`src/rtl/udm_bus_arb.sv`:
```
// udm_bus_arb: two-master, single-slave round-robin bus arbiter with one
// outstanding transaction. Master 0 is the UDM debug master.
// Optional slave-phase timeout is compiled in with `define UDM_BUS_ARB_TIMEOUT_EN;
// without it, slave waits are unbounded and err_o is constant 0.
module udm_bus_arb #(
   parameter int unsigned TIMEOUT_CYCLES = 256
) (
   input  logic        clk_i,
   input  logic        rst_i,
   input  logic        m0_req_i,
   output logic        m0_ack_o,
   input  logic [31:0] m0_addr_i,
   input  logic        m0_we_i,
   input  logic [31:0] m0_wdata_i,
   input  logic [3:0]  m0_be_i,
   output logic        m0_resp_o,
   output logic [31:0] m0_rdata_o,
   input  logic        m1_req_i,
   output logic        m1_ack_o,
   input  logic [31:0] m1_addr_i,
   input  logic        m1_we_i,
   input  logic [31:0] m1_wdata_i,
   input  logic [3:0]  m1_be_i,
   output logic        m1_resp_o,
   output logic [31:0] m1_rdata_o,
   output logic        s_req_o,
   input  logic        s_ack_i,
   output logic [31:0] s_addr_o,
   output logic        s_we_o,
   output logic [31:0] s_wdata_o,
   output logic [3:0]  s_be_o,
   input  logic        s_resp_i,
   input  logic [31:0] s_rdata_i,
   output logic        err_o
);

   typedef enum logic [1:0] {StIdle, StSreq, StRwait, StResp} state_e;

   state_e      state_q, state_d;
   logic        last_grant_q, last_grant_d;
   logic        gnt_q, gnt_d;
   logic [31:0] addr_q, addr_d;
   logic        we_q, we_d;
   logic [31:0] wdata_q, wdata_d;
   logic [3:0]  be_q, be_d;
   logic [31:0] rdata0_q, rdata0_d;
   logic [31:0] rdata1_q, rdata1_d;
   logic        pick_m0;
   logic        timeout;

   if (TIMEOUT_CYCLES < 2) begin : g_bad_timeout
      $error("TIMEOUT_CYCLES must be at least 2");
   end

`ifdef UDM_BUS_ARB_TIMEOUT_EN
   localparam int unsigned CntW = $clog2(TIMEOUT_CYCLES);

   logic [CntW-1:0] cnt_q, cnt_d;

   // Counter restarts on entry to SREQ and runs through SREQ and RWAIT.
   always_comb begin
      cnt_d = cnt_q;
      if (state_q == StIdle && (m0_req_i || m1_req_i)) begin
         cnt_d = '0;
      end else if (state_q == StSreq || state_q == StRwait) begin
         cnt_d = cnt_q + CntW'(1);
      end
   end

   // Timeout counter register.
   always_ff @(posedge clk_i) begin
      if (rst_i) cnt_q <= '0;
      else       cnt_q <= cnt_d;
   end

   // Fires in the TIMEOUT_CYCLES-th cycle spent in the slave phase.
   assign timeout = (state_q == StSreq || state_q == StRwait) &&
                    (cnt_q == CntW'(TIMEOUT_CYCLES - 1));
`else
   assign timeout = 1'b0;
`endif

   // Next-state, arbitration and strobe generation.
   always_comb begin
      state_d      = state_q;
      last_grant_d = last_grant_q;
      gnt_d        = gnt_q;
      addr_d       = addr_q;
      we_d         = we_q;
      wdata_d      = wdata_q;
      be_d         = be_q;
      rdata0_d     = rdata0_q;
      rdata1_d     = rdata1_q;
      pick_m0      = 1'b0;
      m0_ack_o     = 1'b0;
      m1_ack_o     = 1'b0;
      m0_resp_o    = 1'b0;
      m1_resp_o    = 1'b0;
      s_req_o      = 1'b0;
      err_o        = 1'b0;

      unique case (state_q)
         StIdle: begin
            // m0 wins unless m1 also requests and m0 was served last.
            pick_m0 = m0_req_i && (!m1_req_i || last_grant_q);
            if (m0_req_i || m1_req_i) begin
               m0_ack_o     = pick_m0;
               m1_ack_o     = !pick_m0;
               gnt_d        = !pick_m0;
               last_grant_d = !pick_m0;
               addr_d       = pick_m0 ? m0_addr_i  : m1_addr_i;
               we_d         = pick_m0 ? m0_we_i    : m1_we_i;
               wdata_d      = pick_m0 ? m0_wdata_i : m1_wdata_i;
               be_d         = pick_m0 ? m0_be_i    : m1_be_i;
               state_d      = StSreq;
            end
         end
         StSreq, StRwait: begin
            if (timeout) begin
               err_o = 1'b1;
               if (we_q) begin
                  state_d = StIdle;
               end else begin
                  if (gnt_q) rdata1_d = 32'hDEADBEEF;
                  else       rdata0_d = 32'hDEADBEEF;
                  state_d = StResp;
               end
            end else if (state_q == StSreq) begin
               s_req_o = 1'b1;
               if (s_ack_i) state_d = we_q ? StIdle : StRwait;
            end else if (s_resp_i) begin
               if (gnt_q) rdata1_d = s_rdata_i;
               else       rdata0_d = s_rdata_i;
               state_d = StResp;
            end
         end
         StResp: begin
            m0_resp_o = !gnt_q;
            m1_resp_o = gnt_q;
            state_d   = StIdle;
         end
         default: state_d = StIdle;
      endcase

      // Strobes stay quiet while reset is held, whatever the current state.
      if (rst_i) begin
         m0_ack_o  = 1'b0;
         m1_ack_o  = 1'b0;
         m0_resp_o = 1'b0;
         m1_resp_o = 1'b0;
         s_req_o   = 1'b0;
         err_o     = 1'b0;
      end
   end

   // State, grant and datapath registers.
   always_ff @(posedge clk_i) begin
      if (rst_i) begin
         state_q      <= StIdle;
         last_grant_q <= 1'b1;
         gnt_q        <= 1'b0;
         addr_q       <= '0;
         we_q         <= 1'b0;
         wdata_q      <= '0;
         be_q         <= '0;
         rdata0_q     <= '0;
         rdata1_q     <= '0;
      end else begin
         state_q      <= state_d;
         last_grant_q <= last_grant_d;
         gnt_q        <= gnt_d;
         addr_q       <= addr_d;
         we_q         <= we_d;
         wdata_q      <= wdata_d;
         be_q         <= be_d;
         rdata0_q     <= rdata0_d;
         rdata1_q     <= rdata1_d;
      end
   end

   assign s_addr_o   = addr_q;
   assign s_we_o     = we_q;
   assign s_wdata_o  = wdata_q;
   assign s_be_o     = be_q;
   assign m0_rdata_o = rdata0_q;
   assign m1_rdata_o = rdata1_q;

endmodule

```
`config.mk`:
```
export PLATFORM = sky130hd
export DESIGN_NAME = udm_bus_arb
export DESIGN_NICKNAME = d
export VERILOG_FILES = /design/src/rtl/udm_bus_arb.sv
export SDC_FILE = /design/constraint.sdc
export NUM_CORES = 1
export LEC_CHECK = 0
export BUFFER_PORTS_ARGS = -buffer_cell sky130_fd_sc_hd__buf_2
export CAP_MARGIN = 20
export CORE_AREA = 2 2 123 125
export CTS_CLUSTER_SIZE = 8
export DETAILED_ROUTE_END_ITERATION = 8
export DIE_AREA = 0 0 125 127
export GPL_TIMING_DRIVEN = 0
export PLACE_DENSITY = 0.76
export REMOVE_ABC_BUFFERS = 1
export SYNTH_ARGS = -nofsm -noshare
export SYNTH_HDL_FRONTEND = slang
export SYNTH_SLANG_ARGS = --single-unit
```
`constraint.sdc`:
```
create_clock -name clk_i -period 3.3 [get_ports clk_i]
set_clock_uncertainty 0.15 [all_clocks]
set_input_delay 0.165 -clock clk_i [delete_from_list [all_inputs] [get_ports clk_i]]
set_output_delay 0.165 -clock clk_i [all_outputs]
set_load 0.005 [all_outputs]
```
# After elaboration in Yosys (flattened, before gate mapping)
# Index checks and enable logic that the tools add are counted.
[totals]
regBits = 137
[op_classes]
eq_ne = 6
mux = 23
bitwise = 2
n_reduce_logical = 12
[op_table]
columns = ["operator", "n"]
rows = [
  ["$mux 32", 2],
  ["$mux 1", 14],
  ["$mux 2", 5],
  ["$reduce_and 4->1", 2],
  ["$ne 3x3->1 const B", 2],
  ["$pmux 2 s3", 1],
  ["$eq 2x2->1 const B", 2],
  ["$mux 4", 1],
  ["$logic_not 1->1", 3],
  ["$reduce_and 3->1", 1],
  ["$eq 2x1->1 const B", 1],
  ["$logic_not 2->1", 1],
  ["$logic_or 1x1->1", 2],
  ["$ne 2x2->1 const B", 1],
  ["$not 1->1", 2],
  ["$reduce_and 2->1", 1],
  ["$reduce_or 2->1", 1],
  ["$logic_and 1x1->1", 1],
]

# Depth between registers and ports, before layout
# Gate-level depths: netlist of the first run.
[logic_depth]
ltp_word = 7
mapped_depth = 8
ltp_nobuf = 5

# Worst setup path before layout of the first run
# OpenSTA, ideal clock, no wires.
[synth_timing]
kind = "reg-to-reg"
start = "reg state_q[0]"
end = "reg state_q[1]"
setup_ns = 0.121
arrival_ns = 1.592
setup_slack_ns = 1.437
path_stages_with_launch = 6
n_path_buf = 0
synth_period_minus_slack_ns = 1.863
path_cell_list = "dfxtp_1 -> inv_1 -> ha_1 -> nor3b_1 -> a221oi_1 -> mux2_2"
[synth_between]
elab_chain_len = 4
[synth_rtl]
columns = ["item", "line_no", "text"]
rows = [
  ["start: declaration", "39", "state_e state_q, state_d;"],
  ["start signal: assignment", "159", "state_q <= StIdle;"],
  ["start signal: assignment", "169", "state_q <= state_d;"],
  ["$eq 2x1->1 / $eq 2x2->1 (equally long branches)", "102, 128", ""],
  ["$reduce_or 2->1", "-", ""],
  ["$ne 3x3->1 (no source line)", "-", ""],
  ["$reduce_and 3->1 (no source line)", "-", ""],
]
# Parallel ways exist; a longest one is shown, timed or not.
# A chain may end at the register's enable or synchronous reset.

# Worst setup path in the final report of the first run
[layout_timing]
start = "reg state_q[1]"
end = "reg wdata_q[15] (netlist: s_wdata_o[15])"
[layout_between]
elab_chain_len = 2
[layout_rtl]
columns = ["item", "line_no", "text"]
rows = [
  ["$logic_not 2->1", "102", "unique case (state_q)"],
  ["$reduce_and 2->1 (no source line)", "-", ""],
  ["end signal: assignment", "174", "wdata_q <= wdata_d;"],
  ["end: declaration", "44", "logic [31:0] wdata_q, wdata_d;"],
]
# No other way between the ends.

==> out/qor.csv, run 1 <==
stage;metric;value;unit
final_layout;drive_above_1_share;33.3;%
setup_path;cp.depth;7;
power_and_ir_drop;leakage;0.00448;uW
setup_path;rrSetupSlack;0.22;ns
clocking;htree_levels;4;
sta;fin_crit_sh;93.4;%
setup_path;startpoint_type;flip-flop;
setup_path;critPathRequiredTime;3.50;ns
outcome;outcome;finished clean;
sta;finalMaxSlewViolations;0;
clocking;cts_buffers;17;
final_layout;antenna_cells;0;
place;io_buffers;313;
detailed_routing;vias_per_cell;5.41;
setup_path;reg2reg_depth;7;
place;hpwlAfterDp;13100;um
sta;rsz0062_at_grt;false;
floorplanning;die-area;15900;um2
clocking;cts_setup_buffers;0;
detailed_routing;drcViolationCount;0;
grt;grtUsageTotal;28.9;%
floorplanning;ios;315;
floorplanning;die_x;125;um
clocking;cts_root_buffer;clkbuf_16;
logic_synthesis;synth.yosys.warnings;0;
logic_synthesis;syn_area;6170;um2
logic_synthesis;synthesis.instances;723;
clocking;clock_latency;0.42;ns
detailed_routing;wl_per_cell;17.4;um
floorplanning;initial_utilization;42.8;%
place;place.gp.congestion;0.796;
sta;period_minus_slack;3.08;ns
grt;antenna_found_initial;0;
logic_synthesis;synth_seq_cells;137;
clocking;cts.path.max_buffers;2;
worst_hold_path;hp-class;in2reg;
final_layout;syn2layout_area_growth;63.6;%
sta;hold_violations;0;
setup_path;cp_data_arrival_time;3.28;ns
detailed_routing;routed_wl;23600;um
setup_path;max_stage_delay;0.70;ns
grt;grt-ovfl-total;0;
power_and_ir_drop;power.density;711;nW/um2
logic_synthesis;avgSynthCellArea;8.53;um2
clocking;post_cts_resized;0;
clocking;cts_hold_buf;175;
worst_hold_path;hold_path_depth;4;
job;maxCapViolCount;0;
sta;setup_viol;0;
floorplanning;die_height;127;um
setup_path;path_max_fanout;74;
place;dpl.cell_count;1150;
sta;relSlewSlack;35.3;%
power_and_ir_drop;max-vdd-ir-drop;0.379;mV
final_layout;layout.nets;1340;
grt;grt_pass1_vias;7202;
detailed_routing;drt_iter0_drc;517;
clocking;clk_pin_slew;0.06;ns
floorplanning;core;14400;um2
detailed_routing;ant_nets;0;
clocking;cts_tree;yes;
setup_path;crit_family;buffers and inverters;
final_layout;fin_cells;1357;
grt;grt_max_degree;117;
logic_synthesis;synth-seq-area-share;44.5;%
logic_synthesis;yosys.cell_types.count;34;
power_and_ir_drop;total_power;7170;uW
setup_path;endpoint_kind;flip-flop;
detailed_routing;drt-pass1-iter-count;5;
grt;grt_pass1_wl;37200;um
sta;worst_slew_pin_slew;0.969;ns
setup_path;setup.worst_path.class;reg2reg;
final_layout;fillers;994;
setup_path;critPathBufInv;3;
sta;fmaxAchievable;324;MHz
detailed_routing;vias;7346;
clocking;cts_sinks;137;
sta;setup-tns-final;0;ns
setup_path;critPathSlowestCell;o21a_4;
setup_path;path_cells;inv_1, ha_1, o21a_4, buf_16, nor2_1, a311oi_1, dlygate4sd3_1;
floorplanning;row_count;44;
## per-layer routing
metal	wire length, um	up-vias	global-route usage (%)
met4	1300	0	16.7
li1	-	3426	-
met1	8810	3379	33.3
met2	11400	448	49.1
met5	0	-	0
met3	2100	93	7.20
## tightest hold or removal path: stages
cell      delay, ns
buf_2          0.09
inv_1          0.05
a221oi_1       0.12
mux2i_1        0.14
## kinds of logic (layout without fill, tap and decap cells)
family | after synthesis | after routing | synth area share (%)
buffers and inverters | 83 | 533 | 7.14
AND/OR/NAND/NOR | 288 | 288 | 22.8
adder cells (fa/ha/maj) | 4 | 4 | 0.811
AO/OA/AOI/OAI | 208 | 208 | 24.4
other | 1 | 1 | 0.0608
multiplexers | 2 | 2 | 0.345
flip-flops | 137 | 137 | 44.5
## state kept, by name, indices dropped and copies added, names as in the netlist
register      count
s_be_o            4
gnt_q             1
last_grant_q      1
s_we_o            1
m1_rdata_o       32
state_q           2
s_addr_o         32
m0_rdata_o       32
s_wdata_o        32
## cell usage after synthesis
cell,n,area share [%]
dfxtp_1,137,44
nand2_1,128,7.8
nor2_1,74,4.5
nand3b_1,69,8.4
a21oi_1,65,5.3
o21ai_0,62,5.0
a311oi_1,38,5.4
clkbuf_1,37,2.3
a311oi_2,31,7.5
buf_2,22,1.8
buf_6,12,2.2
o21ai_1,8,0.65
ha_1,4,0.81
inv_1,4,0.24
buf_1,3,0.18
clkbuf_2,3,0.24
nand2b_1,3,0.30
nor3_1,3,0.24
and3b_1,2,0.28
buf_4,2,0.24
nor2b_1,2,0.20
nor3b_1,2,0.24
a211o_1,1,0.14
a221oi_1,1,0.14
and2b_4,1,0.16
and4b_1,1,0.16
conb_1,1,0.061
mux2_2,1,0.18
mux2i_1,1,0.16
nand4b_1,1,0.14
nand4bb_1,1,0.18
nor4bb_1,1,0.16
o21a_1,1,0.12
o21bai_1,1,0.12
## final timing paths
path,from,endpoint
setup reg to reg,state_q[1],s_wdata_o[15]
setup / recovery,state_q[1],s_wdata_o[15]
hold reg to reg,m1_rdata_o[10],m1_rdata_o[10]
hold / removal,s_ack_i,state_q[0]
## per-stage QoR
step	cell area [um2]	hold slack, ns	util, %	setup slack (ns)
final	10100	0.0508	70.0	0.218
after global routing	10100	0.0857	70.0	0.144
after CTS	10100	0.0456	70.0	0.418
after detailed placement	7770	0.271	53.8	0.795
after global placement	7540	0.269	52.3	-2.54
after floorplan	5740	0.0829	-	-0.741
## placed cells by master, fill, tap and decap left out, types with 2 or more instances in the layout
cell type | synthesis | routed
clkbuf_8 | 0 | 2
nand3b_1 | 69 | 69
nand2b_1 | 3 | 3
clkinv_4 | 0 | 4
buf_6 | 12 | 2
nor3_1 | 3 | 3
buf_12 | 0 | 2
a311oi_2 | 31 | 31
buf_16 | 0 | 4
clkinv_2 | 0 | 3
inv_6 | 0 | 2
dfxtp_1 | 137 | 137
inv_1 | 4 | 3
a21oi_1 | 65 | 65
nand2_1 | 128 | 128
buf_8 | 0 | 2
and3b_1 | 2 | 2
clkinvlp_4 | 0 | 3
nor2b_1 | 2 | 2
ha_1 | 4 | 4
nor3b_1 | 2 | 2
clkbuf_16 | 0 | 17
dlygate4sd3_1 | 0 | 175
o21ai_0 | 62 | 62
nor2_1 | 74 | 74
o21ai_1 | 8 | 8
buf_2 | 22 | 312
a311oi_1 | 38 | 38
## where the power goes
group	internal, uW	total [uW]	leakage (uW)	switching, uW
Clock	1080	1850	0.000276	769
Sequential	2100	2350	0.00112	245
Combinational	1460	2970	0.00308	1510
Total	4640	7170	0.00448	2530
## layout make-up
cell class / count / area (um2) / area share, %
Clock buffer: 19 / 453 / 4.49
Sequential cell: 137 / 2740 / 27.2
Multi-Input combinational cell: 503 / 3010 / 29.9
Clock inverter: 13 / 120 / 1.19
Tap cell: 184 / 230 / 2.28
Timing Repair Buffer: 497 / 3520 / 34.8
Inverter: 4 / 15.0 / 0.149
(Power assumes the default switching activity.)
==> run 2, diff against run 1 <==
Clock period 3.3 ns to 3 ns, I/O delays scaled along.
==> run 2 against run 1 <==
Power grew 11%. Hold slack worse by 0.015 ns. Critical path depth is the same. Routed wire length rose by 2.9%. Sequential share of layout area shrank 0.10 points. Combinational power is 12% higher. Clock power rose by 10%. Largest cell class unchanged.
==> out/qor.csv, run 2 (synthesis results as in run 1) <==
stage;metric;value;unit;change
outcome;outcome;finished clean;;
final_layout;mostFrequentLayoutCells;buf_2, dlygate4sd3_1, dfxtp_1, nand2_1, nor2_1;;
detailed_routing;vias;7434;;+1.2%
grt;grt-ovfl-total;0;;unchanged
final_layout;drive_above_1_share;33.6;%;+0.28 points
sta;rsz0062_at_grt;false;;
sta;finalMaxSlewViolations;0;;unchanged
power_and_ir_drop;total_power;7940;uW;+11%
power_and_ir_drop;power.density;784;nW/um2;+10%
grt;antenna_found_initial;0;;unchanged
setup_path;setup.worst_path.class;reg2reg;;
final_layout;fin_cells;1362;;+0.37%
clocking;cts_sinks;137;;unchanged
grt;grtUsageTotal;28.9;%;unchanged
sta;period_minus_slack;2.86;ns;-0.226 ns
detailed_routing;vias_per_cell;5.46;;+0.83%
floorplanning;initial_utilization;42.8;%;unchanged
final_layout;syn2layout_area_growth;64.2;%;
floorplanning;die_height;127;um;unchanged
clocking;htree_levels;4;;unchanged
setup_path;startpoint_type;flip-flop;;
floorplanning;ios;315;;unchanged
grt;grt_max_degree;117;;unchanged
clocking;cts_buffers;17;;unchanged
detailed_routing;wl_per_cell;17.9;um;+2.5%
detailed_routing;routed_wl;24300;um;+2.9%
sta;fin_crit_sh;95.2;%;+1.8 points
detailed_routing;drt-pass1-iter-count;5;;unchanged
place;place.gp.congestion;0.796;;unchanged
final_layout;final_cell_area;10100;um2;+0.38%
setup_path;cp-startpoint;state_q[1];;
sta;worst_slew_pin_slew;0.991;ns;+0.0226 ns
place;dp_worst_setup_slack;0.495;ns;-0.300 ns
clocking;cts_tree;yes;;
clocking;clock_latency;0.42;ns;about the same
worst_hold_path;min_from;s_ack_i;;
clocking;clk_pin_slew;0.06;ns;about the same
floorplanning;row_count;44;;unchanged
grt;grt_pass1_wl;37200;um;unchanged
final_layout;mostFrequentLayoutCell;buf_2;;
setup_path;cp_data_arrival_time;3.06;ns;-0.22 ns
power_and_ir_drop;leakage;0.00450;uW;+0.44%
setup_path;path_max_fanout;74;;unchanged
setup_path;critPathRequiredTime;3.21;ns;-0.29 ns
sta;relSlewSlack;33.8;%;-1.5 points
sta;setup_slack;0.144;ns;-0.0737 ns
worst_hold_path;hp-class;in2reg;;
sta;fmaxAchievable;350;MHz;+7.9%
final_layout;antenna_cells;0;;unchanged
setup_path;endpoint_kind;flip-flop;;
final_layout;layout.nets;1345;;+0.37%
power_and_ir_drop;max-vdd-ir-drop;0.390;mV;+2.8%
grt;grt_pass1_vias;7202;;unchanged
floorplanning;die_x;125;um;unchanged
place;dpl.cell_count;1150;;unchanged
place;hpwlAfterDp;13100;um;unchanged
floorplanning;core;14400;um2;unchanged
sta;hold_violations;0;;unchanged
detailed_routing;drcViolationCount;0;;unchanged
job;maxCapViolCount;0;;unchanged
place;place_area;7770;um2;unchanged
floorplanning;die-area;15900;um2;unchanged
sta;setup_viol;0;;unchanged
place;io_buffers;313;;unchanged
clocking;cts_root_buffer;clkbuf_16;;
detailed_routing;ant_nets;0;;unchanged
setup_path;r2r_start;state_q[1];;
detailed_routing;drt_iter0_drc;506;;-2.1%
clocking;cts.path.max_buffers;2;;unchanged
-- run 2: changes by cell type in the layout (fill, tap and decap cells not counted) --
| cell | previous run | this run |
|---|---|---|
| o21a_2 | 0 | 1 |
| buf_4 | 0 | 4 |
-- run 2: cell type report --
cell class                 instances  area, um2
tap                              184        230
clock inverter                    13        120
timing repair buffer             501       3550
multi-input combinational        504       3020
inverter                           4       15.0
fill                             988       4290
sequential                       137       2740
clock buffer                      19        453
-- run 2: worst max-delay path: stages, from the launching register on --
cell	delay (ns)
dfxtp_1	0.33
inv_1	0.10
ha_1	0.29
o21a_4	0.49
buf_16	0.34
nor2_1	0.07
a311oi_1	0.34
dlygate4sd3_1	0.62
-- run 2: final timing paths --
path / to / slack [ns] / cells past startpoint
worst max register to register: s_wdata_o[15] / 0.14 / 7
worst min-delay path: state_q[0] / 0.04 / 4
worst min register to register: m1_rdata_o[10] / 0.30 / 2
worst max-delay path: s_wdata_o[15] / 0.14 / 7
-- run 2: per-layer routing --
layer	GRT usage [%]	wire [um]	vias to the layer above
li1	-	-	3440
met2	49.1	11800	449
met3	7.20	2060	96
met5	0	0	-
met1	33.3	9070	3449
met4	16.7	1350	0
-- run 2: repair_timing --
action                                 CTS  global route
endpoints found under the hold margin  133             0
hold buffers                           175             0
setup buffers                            0             4
setup endpoints to repair                0            41
gates resized for setup                  0             0
-- run 2: power breakdown --
| part | total (uW) | switching (uW) | internal (uW) |
|---|---|---|---|
| Clock | 2040 | 848 | 1190 |
| Sequential | 2580 | 272 | 2310 |
| Combinational | 3320 | 1700 | 1620 |
-- run 2: per-stage QoR --
| stage | setup TNS (ns) | hold slack (ns) | utilization [%] |
|---|---|---|---|
| 6_report | 0 | 0.0354 | 70.2 |
| 4_1_cts | 0 | 0.0306 | 70.0 |
| 3_5_place_dp | 0 | 0.256 | 53.8 |
| 2_1_floorplan | -90.95 | 0.0679 | - |
| 3_3_place_gp | -276.50 | 0.254 | 52.3 |
| 5_1_grt | 0 | 0.0707 | 70.2 |
==> run 3, diff against run 2 <==
Settings changed: CELL_PAD_IN_SITES_DETAIL_PLACEMENT set to 2, CELL_PAD_IN_SITES_GLOBAL_PLACEMENT set to 2, CORE_AREA 2 2 123 125 to 2 2 161 163, DIE_AREA 0 0 125 127 to 0 0 163 165, PLACE_DENSITY 0.76 to not set, PLACE_DENSITY_LB_ADDON set to 0.1, SKIP_LAST_GASP set to 1.
==> run 3 against run 2 <==
Critical path depth did not move. Design area rose by 1.7%. Count of clock-buffer cells in the layout down 1. Non-clock buffer count shrank 9. Power rose by 3.3%. Sequential cell count unchanged. Die area rose by 69%. Sequential power is essentially flat. Register-to-register slack improved by 0.11 ns. Hold slack worse by 0.016 ns. Core utilization decreased by 29 points. Largest power group unchanged.
==> out/qor.csv, run 3 (synthesis results as in run 1) <==
stage;metric;value;unit;change
worst_hold_path;hp-class;in2reg;;
detailed_routing;wl_per_cell;18.2;um;+1.8%
setup_path;path_max_fanout;77;;+4.1%
sta;relSlewSlack;37.1;%;+3.3 points
floorplanning;row_count;58;;+32%
setup_path;timing.rr.end;s_wdata_o[12];;
final_layout;drive_above_1_share;33.7;%;+0.059 points
floorplanning;ios;315;;unchanged
grt;busiest_layer;met2;;
sta;finalMaxSlewViolations;0;;unchanged
detailed_routing;routed_wl;27300;um;+12%
sta;rsz0062_at_grt;false;;
floorplanning;initial_utilization;24.6;%;-18 points
clocking;cts_buffers;17;;unchanged
setup_path;critPathRequiredTime;3.22;ns;about the same
detailed_routing;ant_nets;0;;unchanged
detailed_routing;vias_per_cell;4.70;;-14%
final_layout;final_util;41.1;%;-29 points
final_layout;layout.nets;1337;;-0.59%
setup_path;startpoint_type;flip-flop;;
worst_hold_path;min_from;s_ack_i;;
clocking;post_cts_resized;0;;unchanged
sta;setup_slack;0.254;ns;+0.110 ns
clocking;htree_levels;4;;unchanged
clocking;clk_pin_slew;0.07;ns;about the same
setup_path;rrSetupSlack;0.25;ns;+0.11 ns
place;io_buffers;313;;unchanged
floorplanning;die-area;26900;um2;+69%
detailed_routing;drcViolationCount;0;;unchanged
power_and_ir_drop;max-vdd-ir-drop;0.432;mV;+11%
floorplanning;die_height;165;um;+30%
setup_path;endpoint_kind;flip-flop;;
sta;hold_ws;0.0195;ns;-0.0159 ns
sta;fmaxAchievable;364;MHz;+4.0%
final_layout;final-seq-area;2740;um2;unchanged
grt;met2_usage;35.1;%;-14 points
grt;grt_pass1_vias;7648;;+6.2%
final_layout;syn2layout_area_growth;67.0;%;
detailed_routing;drt_iter0_drc;260;;-49%
place;dp_worst_setup_slack;0.309;ns;-0.187 ns
setup_path;r2r_start;state_q[1];;
power_and_ir_drop;power.density;797;nW/um2;+1.6%
clocking;cts_root_buffer;clkbuf_16;;
final_layout;multi_input_area;3030;um2;+0.33%
grt;grt_pass1_wl;41400;um;+11%
place;hpwlAfterDp;16800;um;+28%
setup_path;cp_data_arrival_time;2.96;ns;-0.10 ns
grt;grt-ovfl-total;0;;unchanged
sta;period_minus_slack;2.75;ns;-0.110 ns
grt;grt.met1_usage;21.9;%;-11 points
grt;use_met3;7.11;%;-0.096 points
final_layout;fillers;2833;;+190%
clocking;clock_latency;0.42;ns;about the same
grt;grt_max_degree;82;;-30%
worst_hold_path;hold_path_depth;4;;unchanged
final_layout;mostFrequentLayoutCell;buf_2;;
power_and_ir_drop;total_power;8210;uW;+3.3%
worst_hold_path;hold_path_end;state_q[0];;
sta;setup_viol;0;;unchanged
clocking;cts_sinks;137;;unchanged
floorplanning;die_x;163;um;+30%
detailed_routing;vias;7055;;-5.1%
detailed_routing;drt-pass1-iter-count;4;;-1
setup_path;reg2reg_depth;7;;unchanged
job;maxCapViolCount;0;;unchanged
sta;fin_crit_sh;91.5;%;-3.7 points
clocking;cts_tree;yes;;
place;place.gp.congestion;0.719;;-9.7%
floorplanning;core;25000;um2;+74%
sta;hold_violations;0;;unchanged
outcome;outcome;finished clean;;
power_and_ir_drop;leakage;0.00448;uW;-0.37%
setup_path;setup.worst_path.class;reg2reg;;
final_layout;mostFrequentLayoutCells;buf_2, dlygate4sd3_1, dfxtp_1, nand2_1, nor2_1;;
grt;antenna_found_initial;8;;+8
grt;grtUsageTotal;19.7;%;-9.2 points
clocking;cts.path.max_buffers;2;;unchanged
sta;worst_slew_pin_slew;0.944;ns;-0.0474 ns
## run 3: cell types whose count changed in the layout (fill, tap and decap cells not counted), moves of 2 or more
cell / delta
clkinvlp_4: -2
buf_8: +2
diode_2: +2
dlygate4sd3_1: -5
buf_4: -3
inv_8: +2
clkinv_2: -2
bufinv_16: +2
## run 3: how the worst max path moves through the flow
| stage | from | endpoint | slack, ns |
|---|---|---|---|
| 2_1_floorplan | state_q[0] | s_addr_o[19] | -1.04 |
| 3_3_place_gp | state_q[0] | m0_rdata_o[1] | -3.42 |
| 3_5_place_dp | m0_req_i | s_addr_o[26] | 0.31 |
| 4_1_cts | state_q[0] | s_addr_o[26] | 0.03 |
| 5_1_grt | state_q[0] | s_wdata_o[12] | 0.07 |
| 6_report | state_q[1] | s_wdata_o[12] | 0.25 |
## run 3: metrics by stage
stage | cell area (um2) | instances | TNS, ns
after floorplan | 5740 | 644 | -90.95
after global placement | 7720 | 1287 | -347.99
after detailed placement | 7950 | 1296 | 0
after CTS | 10300 | 1498 | 0
after global routing | 10300 | 1501 | 0
final | 10300 | 1502 | 0
## run 3: where the power goes
part           total [uW]  leakage (uW)  internal (uW)  switching [uW]
clock                2280      0.000305           1350             924
sequential           2570       0.00112           2310             257
combinational        3360       0.00305           1630            1730
total                8210       0.00448           5290            2910
## run 3: what timing repair did
| action | CTS | global route |
|---|---|---|
| endpoints found under the setup margin | 0 | 38 |
| endpoints found under the hold margin | 133 | 0 |
| hold buffers | 170 | 0 |
| setup buffers | 0 | 0 |
## run 3: final cells by class
class                      instances  share of cell area [%]
antenna                            2                  0.0486
tap                              330                    4.01
sequential                       137                    26.6
clock inverter                    14                    1.81
timing repair buffer             492                    33.7
inverter                           4                   0.146
clock buffer                      18                    4.26
multi-input combinational        505                    29.4
## run 3: worst max-delay path, cell delays in order (launching register included)
cell and delay, ns:
dfxtp_1 0.33, inv_1 0.10, ha_1 0.31, o21a_4 0.38
buf_16 0.33, nor2_1 0.11, a311oi_1 0.31, dlygate4sd3_1 0.59
## run 3: routing by layer
layer	routed length [um]	part of all wire, %
met5	106	0.39
met4	496	1.8
met3	2050	7.5
met2	13500	49
met1	11200	41
